===== config.mk =====
export PLATFORM = sky130hd
export DESIGN_NAME = bp_fe_ras
export DESIGN_NICKNAME = d
export VERILOG_FILES = /design/src/rtl/bp_fe_pkg.sv /design/src/rtl/bsg_mem_1r1w.sv /design/src/rtl/bp_fe_ras.sv
export SDC_FILE = /design/constraint.sdc
export NUM_CORES = 1
export LEC_CHECK = 0
export CAP_MARGIN = 0
export CORE_UTILIZATION = 50
export CTS_BUF_LIST = sky130_fd_sc_hd__clkbuf_2
export DETAILED_ROUTE_END_ITERATION = 8
export GPL_TIMING_DRIVEN = 0
export PLACE_DENSITY = 0.79
export SETUP_SLACK_MARGIN = 0.5
export SLEW_MARGIN = 20
export SYNTH_ARGS = -nofsm -noshare
export SYNTH_HDL_FRONTEND = slang
export SYNTH_HIERARCHICAL = 1
export SYNTH_SLANG_ARGS = --single-unit

===== constraint.sdc =====
create_clock -name clk_i -period 5.1 [get_ports clk_i]
set_input_delay 1.02 -clock clk_i [delete_from_list [all_inputs] [get_ports clk_i]]
set_output_delay 1.02 -clock clk_i [all_outputs]
set_load 0.02 [all_outputs]

===== src/rtl/bp_fe_pkg.sv =====
// rtl/bp_fe_pkg.sv - FE package: RAS checkpoint macros, RAS op encoding, proc params
//
// Purpose : shared front-end definitions for the return address stack.
//   `DECLARE_BP_FE_RAS_CKPT_S(vaddr_width_mp, ptr_width_mp, cnt_width_mp)
//       declares bp_fe_ras_ckpt_s with fields {top (optional), ptr, cnt}.
//   `BP_FE_RAS_CKPT_WIDTH(vaddr_width_mp, ptr_width_mp, cnt_width_mp)
//       packed width of that struct, for use in bp_fe_branch_metadata_fwd_s.
// Optional feature macro: BP_FE_RAS_TOP_REPAIR_EN (adds the top-entry value
// to the checkpoint so a redirect can repair a clobbered top entry).

`ifndef BP_FE_PKG_MACROS_SVH
`define BP_FE_PKG_MACROS_SVH

`ifdef BP_FE_RAS_TOP_REPAIR_EN
`define DECLARE_BP_FE_RAS_CKPT_S(vaddr_width_mp, ptr_width_mp, cnt_width_mp) \
    typedef struct packed { \
        logic [vaddr_width_mp-1:0] top; \
        logic [ptr_width_mp-1:0]   ptr; \
        logic [cnt_width_mp-1:0]   cnt; \
    } bp_fe_ras_ckpt_s

`define BP_FE_RAS_CKPT_WIDTH(vaddr_width_mp, ptr_width_mp, cnt_width_mp) \
    ((vaddr_width_mp) + (ptr_width_mp) + (cnt_width_mp))
`else
`define DECLARE_BP_FE_RAS_CKPT_S(vaddr_width_mp, ptr_width_mp, cnt_width_mp) \
    typedef struct packed { \
        logic [ptr_width_mp-1:0]   ptr; \
        logic [cnt_width_mp-1:0]   cnt; \
    } bp_fe_ras_ckpt_s

`define BP_FE_RAS_CKPT_WIDTH(vaddr_width_mp, ptr_width_mp, cnt_width_mp) \
    ((ptr_width_mp) + (cnt_width_mp))
`endif

`endif

package bp_fe_pkg;

    // Processor parameter set as seen by the front end.
    typedef struct packed {
        int vaddr_width;
        int ras_els;
    } bp_fe_proc_param_s;

    localparam bp_fe_proc_param_s bp_fe_default_cfg_p = '{vaddr_width: 39, ras_els: 8};

    typedef enum logic [2:0] {
        e_ras_idle,
        e_ras_push,
        e_ras_pop,
        e_ras_swap,
        e_ras_restore
    } bp_fe_ras_op_e;

    // Resolves the per-cycle request set to a single stack operation.
    // A simultaneous push+pop on an empty stack has nothing to swap with,
    // so it degrades to a plain push; a pop on an empty stack is dropped.
    function automatic bp_fe_ras_op_e bp_fe_ras_decode(
        input logic restore_v,
        input logic push_v,
        input logic pop_v,
        input logic empty
    );
        if (restore_v)                         return e_ras_restore;
        else if (push_v && pop_v && !empty)    return e_ras_swap;
        else if (push_v)                       return e_ras_push;
        else if (pop_v && !empty)              return e_ras_pop;
        else                                   return e_ras_idle;
    endfunction

endpackage


===== src/rtl/bsg_mem_1r1w.sv =====
// rtl/bsg_mem_1r1w.sv - entry array: one async read port, one sync write port
//
// Ports:
//   clk_i     clock, write on posedge
//   w_v_i     write enable
//   w_addr_i  write index
//   w_data_i  write data
//   r_addr_i  read index (combinational read)
//   r_data_o  read data
// Contents are not reset.

module bsg_mem_1r1w
    import bp_fe_pkg::*;
#(
    parameter  int width_p      = 39,
    parameter  int els_p        = 8,
    localparam int addr_width_lp = $clog2(els_p)
) (
    input  logic                     clk_i,
    input  logic                     w_v_i,
    input  logic [addr_width_lp-1:0] w_addr_i,
    input  logic [width_p-1:0]       w_data_i,
    input  logic [addr_width_lp-1:0] r_addr_i,
    output logic [width_p-1:0]       r_data_o
);

    logic [width_p-1:0] mem_r [els_p];

    always_ff @(posedge clk_i) begin
        if (w_v_i) begin
            mem_r[w_addr_i] <= w_data_i;
        end
    end

    assign r_data_o = mem_r[r_addr_i];

endmodule


===== src/rtl/bp_fe_ras.sv =====
// rtl/bp_fe_ras.sv - circular return address stack with checkpoint repair
//
// Purpose : multi-entry RAS for the FE PC generator (IF2). Pushed on fetched
//   calls, popped on fetched returns, restored from a branch-metadata
//   checkpoint on backend redirect. Top entry feeds next-PC selection.
// Ports:
//   clk_i           clock
//   reset_n_i       asynchronous active-low reset (clears ptr/cnt only)
//   push_v_i        push request, push_addr_i = return address
//   pop_v_i         pop request
//   tgt_o/tgt_v_o   top-of-stack target (0 when empty) / non-empty
//   ckpt_o          current checkpoint {[top,] ptr, cnt}
//   restore_v_i     restore from restore_ckpt_i (overrides push/pop)
//   full_o          occupancy == ras_els_p
// Optional feature macro: BP_FE_RAS_TOP_REPAIR_EN.

module bp_fe_ras
    import bp_fe_pkg::*;
#(
    parameter  int vaddr_width_p     = bp_fe_default_cfg_p.vaddr_width,
    parameter  int ras_els_p         = bp_fe_default_cfg_p.ras_els,
    localparam int ras_ptr_width_lp  = $clog2(ras_els_p),
    localparam int ras_cnt_width_lp  = $clog2(ras_els_p + 1),
    localparam int ras_ckpt_width_lp = `BP_FE_RAS_CKPT_WIDTH(vaddr_width_p, ras_ptr_width_lp, ras_cnt_width_lp)
) (
    input  logic                         clk_i,
    input  logic                         reset_n_i,
    input  logic                         push_v_i,
    input  logic [vaddr_width_p-1:0]     push_addr_i,
    input  logic                         pop_v_i,
    output logic [vaddr_width_p-1:0]     tgt_o,
    output logic                         tgt_v_o,
    output logic [ras_ckpt_width_lp-1:0] ckpt_o,
    input  logic                         restore_v_i,
    input  logic [ras_ckpt_width_lp-1:0] restore_ckpt_i,
    output logic                         full_o
);

    `DECLARE_BP_FE_RAS_CKPT_S(vaddr_width_p, ras_ptr_width_lp, ras_cnt_width_lp);

    localparam logic [ras_cnt_width_lp-1:0] cnt_max_lp = ras_cnt_width_lp'(ras_els_p);

    logic [ras_ptr_width_lp-1:0] ptr_r, ptr_n, ptr_inc;
    logic [ras_cnt_width_lp-1:0] cnt_r, cnt_n;
    logic                        empty, full;
    logic                        w_v;
    logic [ras_ptr_width_lp-1:0] w_addr;
    logic [vaddr_width_p-1:0]    w_data;
    logic [vaddr_width_p-1:0]    top_data;
    bp_fe_ras_op_e               op;
    bp_fe_ras_ckpt_s             ckpt_li, ckpt_lo;

    assign empty   = (cnt_r == '0);
    assign full    = (cnt_r == cnt_max_lp);
    // Truncation to the pointer width gives the modulo-ras_els_p wrap.
    assign ptr_inc = ptr_r + 1'b1;
    assign ckpt_li = restore_ckpt_i;
    assign op      = bp_fe_ras_decode(restore_v_i, push_v_i, pop_v_i, empty);

    always_comb begin
        ptr_n  = ptr_r;
        cnt_n  = cnt_r;
        w_v    = 1'b0;
        w_addr = ptr_inc;
        w_data = push_addr_i;
        case (op)
            e_ras_restore: begin
                ptr_n = ckpt_li.ptr;
                cnt_n = ckpt_li.cnt;
`ifdef BP_FE_RAS_TOP_REPAIR_EN
                // Rewrite the saved top so a wrong-path pop+push that
                // clobbered it is undone together with the pointer.
                w_v    = 1'b1;
                w_addr = ckpt_li.ptr;
                w_data = ckpt_li.top;
`endif
            end
            e_ras_push: begin
                // At full the oldest entry is overwritten and cnt saturates.
                ptr_n  = ptr_inc;
                cnt_n  = full ? cnt_r : cnt_r + 1'b1;
                w_v    = 1'b1;
                w_addr = ptr_inc;
            end
            e_ras_swap: begin
                w_v    = 1'b1;
                w_addr = ptr_r;
            end
            e_ras_pop: begin
                ptr_n = ptr_r - 1'b1;
                cnt_n = cnt_r - 1'b1;
            end
            default: begin
            end
        endcase
    end

    always_ff @(posedge clk_i or negedge reset_n_i) begin
        if (!reset_n_i) begin
            ptr_r <= '0;
            cnt_r <= '0;
        end else begin
            ptr_r <= ptr_n;
            cnt_r <= cnt_n;
        end
    end

    bsg_mem_1r1w #(
        .width_p (vaddr_width_p),
        .els_p   (ras_els_p)
    ) entries (
        .clk_i    (clk_i),
        .w_v_i    (w_v),
        .w_addr_i (w_addr),
        .w_data_i (w_data),
        .r_addr_i (ptr_r),
        .r_data_o (top_data)
    );

    // Gating on cnt keeps uninitialised entries off the outputs.
    assign tgt_o   = empty ? '0 : top_data;
    assign tgt_v_o = !empty;
    assign full_o  = full;

    assign ckpt_lo.ptr = ptr_r;
    assign ckpt_lo.cnt = cnt_r;
`ifdef BP_FE_RAS_TOP_REPAIR_EN
    assign ckpt_lo.top = tgt_o;
`endif
    assign ckpt_o = ckpt_lo;

endmodule


==> impl_metrics.yaml <==
status:
  status: "complete, no violations"
final_layout:
  fin_area_um2: 15400
  multi_input_area_um2: 3070
  n_fill_cell: 1778
  syn_to_final_growth_pct: 20.5
  layout.nets: 836
  register_area_um2: 9540
  drive_above_1_share: 0.344
setup_path:
  crit_arrival_ns: 3.48
  slowest_delay_ns: 0.61
  cp_slowest_cell: "clkdlybuf4s50_1"
  path_cells: "buf_6, buf_12, buf_12, mux4_2, mux2_4, nor2b_1, clkdlybuf4s50_1"
  cp-end-kind: "output pin"
  startpoint_type: "flip-flop"
  required_ns: 4.08
  critPathKind: "reg2out"
  reg2reg_slack_ns: 1.58
  critPathMostFrequentCell: "buf_12"
  cp_max_fo: 10
timing:
  max_freq_ghz: 0.222
  rsz0062_at_grt: "false"
  fin_skew_ns: 0.0880
  fin_tns_setup_ns: 0
  slew_violations: 0
  relSlewSlack: 0.342
  hold_slack_ns: 0.399
  period_share: 0.882
  min_period_ns: 4.50
  worst_slew_pin_slew_ns: 0.987
  setup_viol: 0
  hold_viol_final: 0
grt:
  antenna_found_initial: 2
  use_met1: 0.261
  grtUsageTotal: 0.210
  busiest_layer: "met2"
  grt_use_met3: 0.0508
  overflow: 0
  grt_pass1_wl_mm: 39.8
  first_global_vias: 6991
  grt_max_degree: 21
  use_met2: 0.358
synth:
  synth.distinct_cells: 36
  synth.net_count: 638
  ys_ff_latch: 319
  async_flop_share: 0.0219
  syn_inst: 582
  ys_seq_area_frac: 0.748
  yosys_warnings: 6
  synth_commonest_cells: "edfxtp_1 (312), mux4_2 (78), nor2b_1 (41), mux2_2 (20), mux2_4 (20)"
  synthTopCellsByArea: "edfxtp_1 (73%), mux4_2 (14%), mux2_4 (2.4%)"
  ys.flop_type: "edfxtp_1"
  yosysTopAreaCell: "edfxtp_1"
  synth_top_area_share: 0.734
  synth_edf_count: 312
  synth.most_common_cell: "edfxtp_1"
  synth.avg_cell_area_um2: 21.9
  netlist_area_um2: 12800
clock_network:
  cts_tree: "yes"
  cts_buffers: 76
  clock_sinks: 319
  cts_root_buf: "clkbuf_2"
  cts_buffer_depth: 3
  cts_max_level: 3
  hold_buffers: 0
  clk_latency_ns: 0.87
  post_cts_buffers: 0
  path_clk_slew_ns: 0.11
route:
  wl_per_cell_um: 22.3
  via_per_inst: 5.51
  wl_mm: 26.2
  drt_iter0_markers: 546
  dr_total_vias: 6480
  first_pass_iters: 5
  ant_nets: 0
  drc: 0
power_and_ir_drop:
  power_uw: 6130
  powerDensity_nw_per_um2: 399
  p_leak_uw: 0.00518
  peakVddDrop_uv: 174
floorplan:
  boundaryPins: 99
  core-area_um2: 25100
  initial_core_util: 0.508
  fp.dieW_um: 162
  design.die.area_um2: 26200
  rows: 58
  fp.dieH_um: 162
placement:
  postPlaceCellArea_um2: 14600
  dpl.hpwl_mm: 16.3
  port_buffers: 98
  gp_congestion: 0.867
worst_hold_path:
  hold_class: "in2async"
job:
  cap_violations: 0
-- path summary, 6_finish.rpt --
| check | from | to | cells past startpoint |
|---|---|---|---|
| max | ptr_r[0] | tgt_o[27] | 7 |
| min | reset_n_i | ptr_r[1] | 1 |
| max reg2reg | cnt_r[0] | entries/mem_r[4][3] | 10 |
| min reg2reg | ptr_r[2] | ptr_r[2] | 2 |
| max in group asynchronous | reset_n_i | cnt_r[3] | 1 |
| min in group clk_i | ptr_r[2] | ptr_r[2] | 2 |
-- cells by family after synthesis --
logic type,after synthesis,synth area share
buf+inv,37,0.0164
compound gates,16,0.0110
mux,121,0.181
fa+ha+maj,5,0.00549
simple gates,77,0.0332
flops,319,0.748
xor+xnor,7,0.00480
-- placed cells by master (no fill, tap or decap), types with 4 or more instances in the layout --
cell,instances
edfxtp_1,312
clkbuf_2,117
clkdlybuf4s50_1,98
mux4_2,78
nor2b_1,41
clkinv_1,22
mux2_2,20
mux2_4,20
buf_4,16
nand2_1,9
buf_12,9
clkbuf_1,8
inv_1,7
nand2b_1,7
dfrtp_1,7
xnor2_1,6
nor2_4,6
nor2_1,5
buf_16,5
o21ai_0,4
ha_1,4
bufinv_16,4
-- what timing repair did --
action / CTS / global route
cloned: 0 / 0
setup endpoints to repair: 39 / 22
gates resized for setup: 13 / 4
endpoints found under the hold margin: 0 / 0
-- final cells by class --
class                           count  share of cell area
Clock inverter                     31              0.0149
Inverter                            7             0.00171
Tap cell                          330              0.0269
Timing Repair Buffer              120              0.0862
Clock buffer                      109              0.0355
Multi-Input combinational cell    226               0.200
Buffer                             30              0.0138
Sequential cell                   319               0.621
Antenna cell                        3            0.000488
-- metrics by stage --
step	worst slack (ns)	util	std cells
after floorplan	0.0790	-	582
after global placement	-3.28	0.564	1010
after detailed placement	0.768	0.580	1032
after CTS	0.491	0.612	1172
after global routing	0.510	0.612	1174
final	0.603	0.612	1175
-- power breakdown --
| part | leakage, uW | switching (uW) | total, uW | internal [uW] |
|---|---|---|---|---|
| registers | 0.00290 | 44.1 | 3040 | 3000 |
| clock network | 0.000564 | 974 | 1760 | 782 |
| logic | 0.00171 | 652 | 1330 | 682 |
| total | 0.00518 | 1670 | 6130 | 4460 |
-- per-layer routing --
| metal | part of all wire | vias to the layer above |
|---|---|---|
| met5 | 0 | - |
| li1 | - | 2853 |
| met4 | 0.022 | 0 |
| met1 | 0.39 | 3274 |
| met2 | 0.51 | 295 |
| met3 | 0.073 | 58 |
-- critical path: cells and delay by family (launching register included) --
kind / cells / cell delay (ns)
multiplexers: 2 / 0.82
flip-flops: 1 / 0.53
buffers and inverters: 4 / 1.13
AND/OR/NAND/NOR: 1 / 0.13
-- state kept, by name (all words and copies together), names as in the netlist --
name	cells
entries/mem_r	312
ptr_r	3
cnt_r	4
No activity file was read; power rests on OpenSTA's default activity.
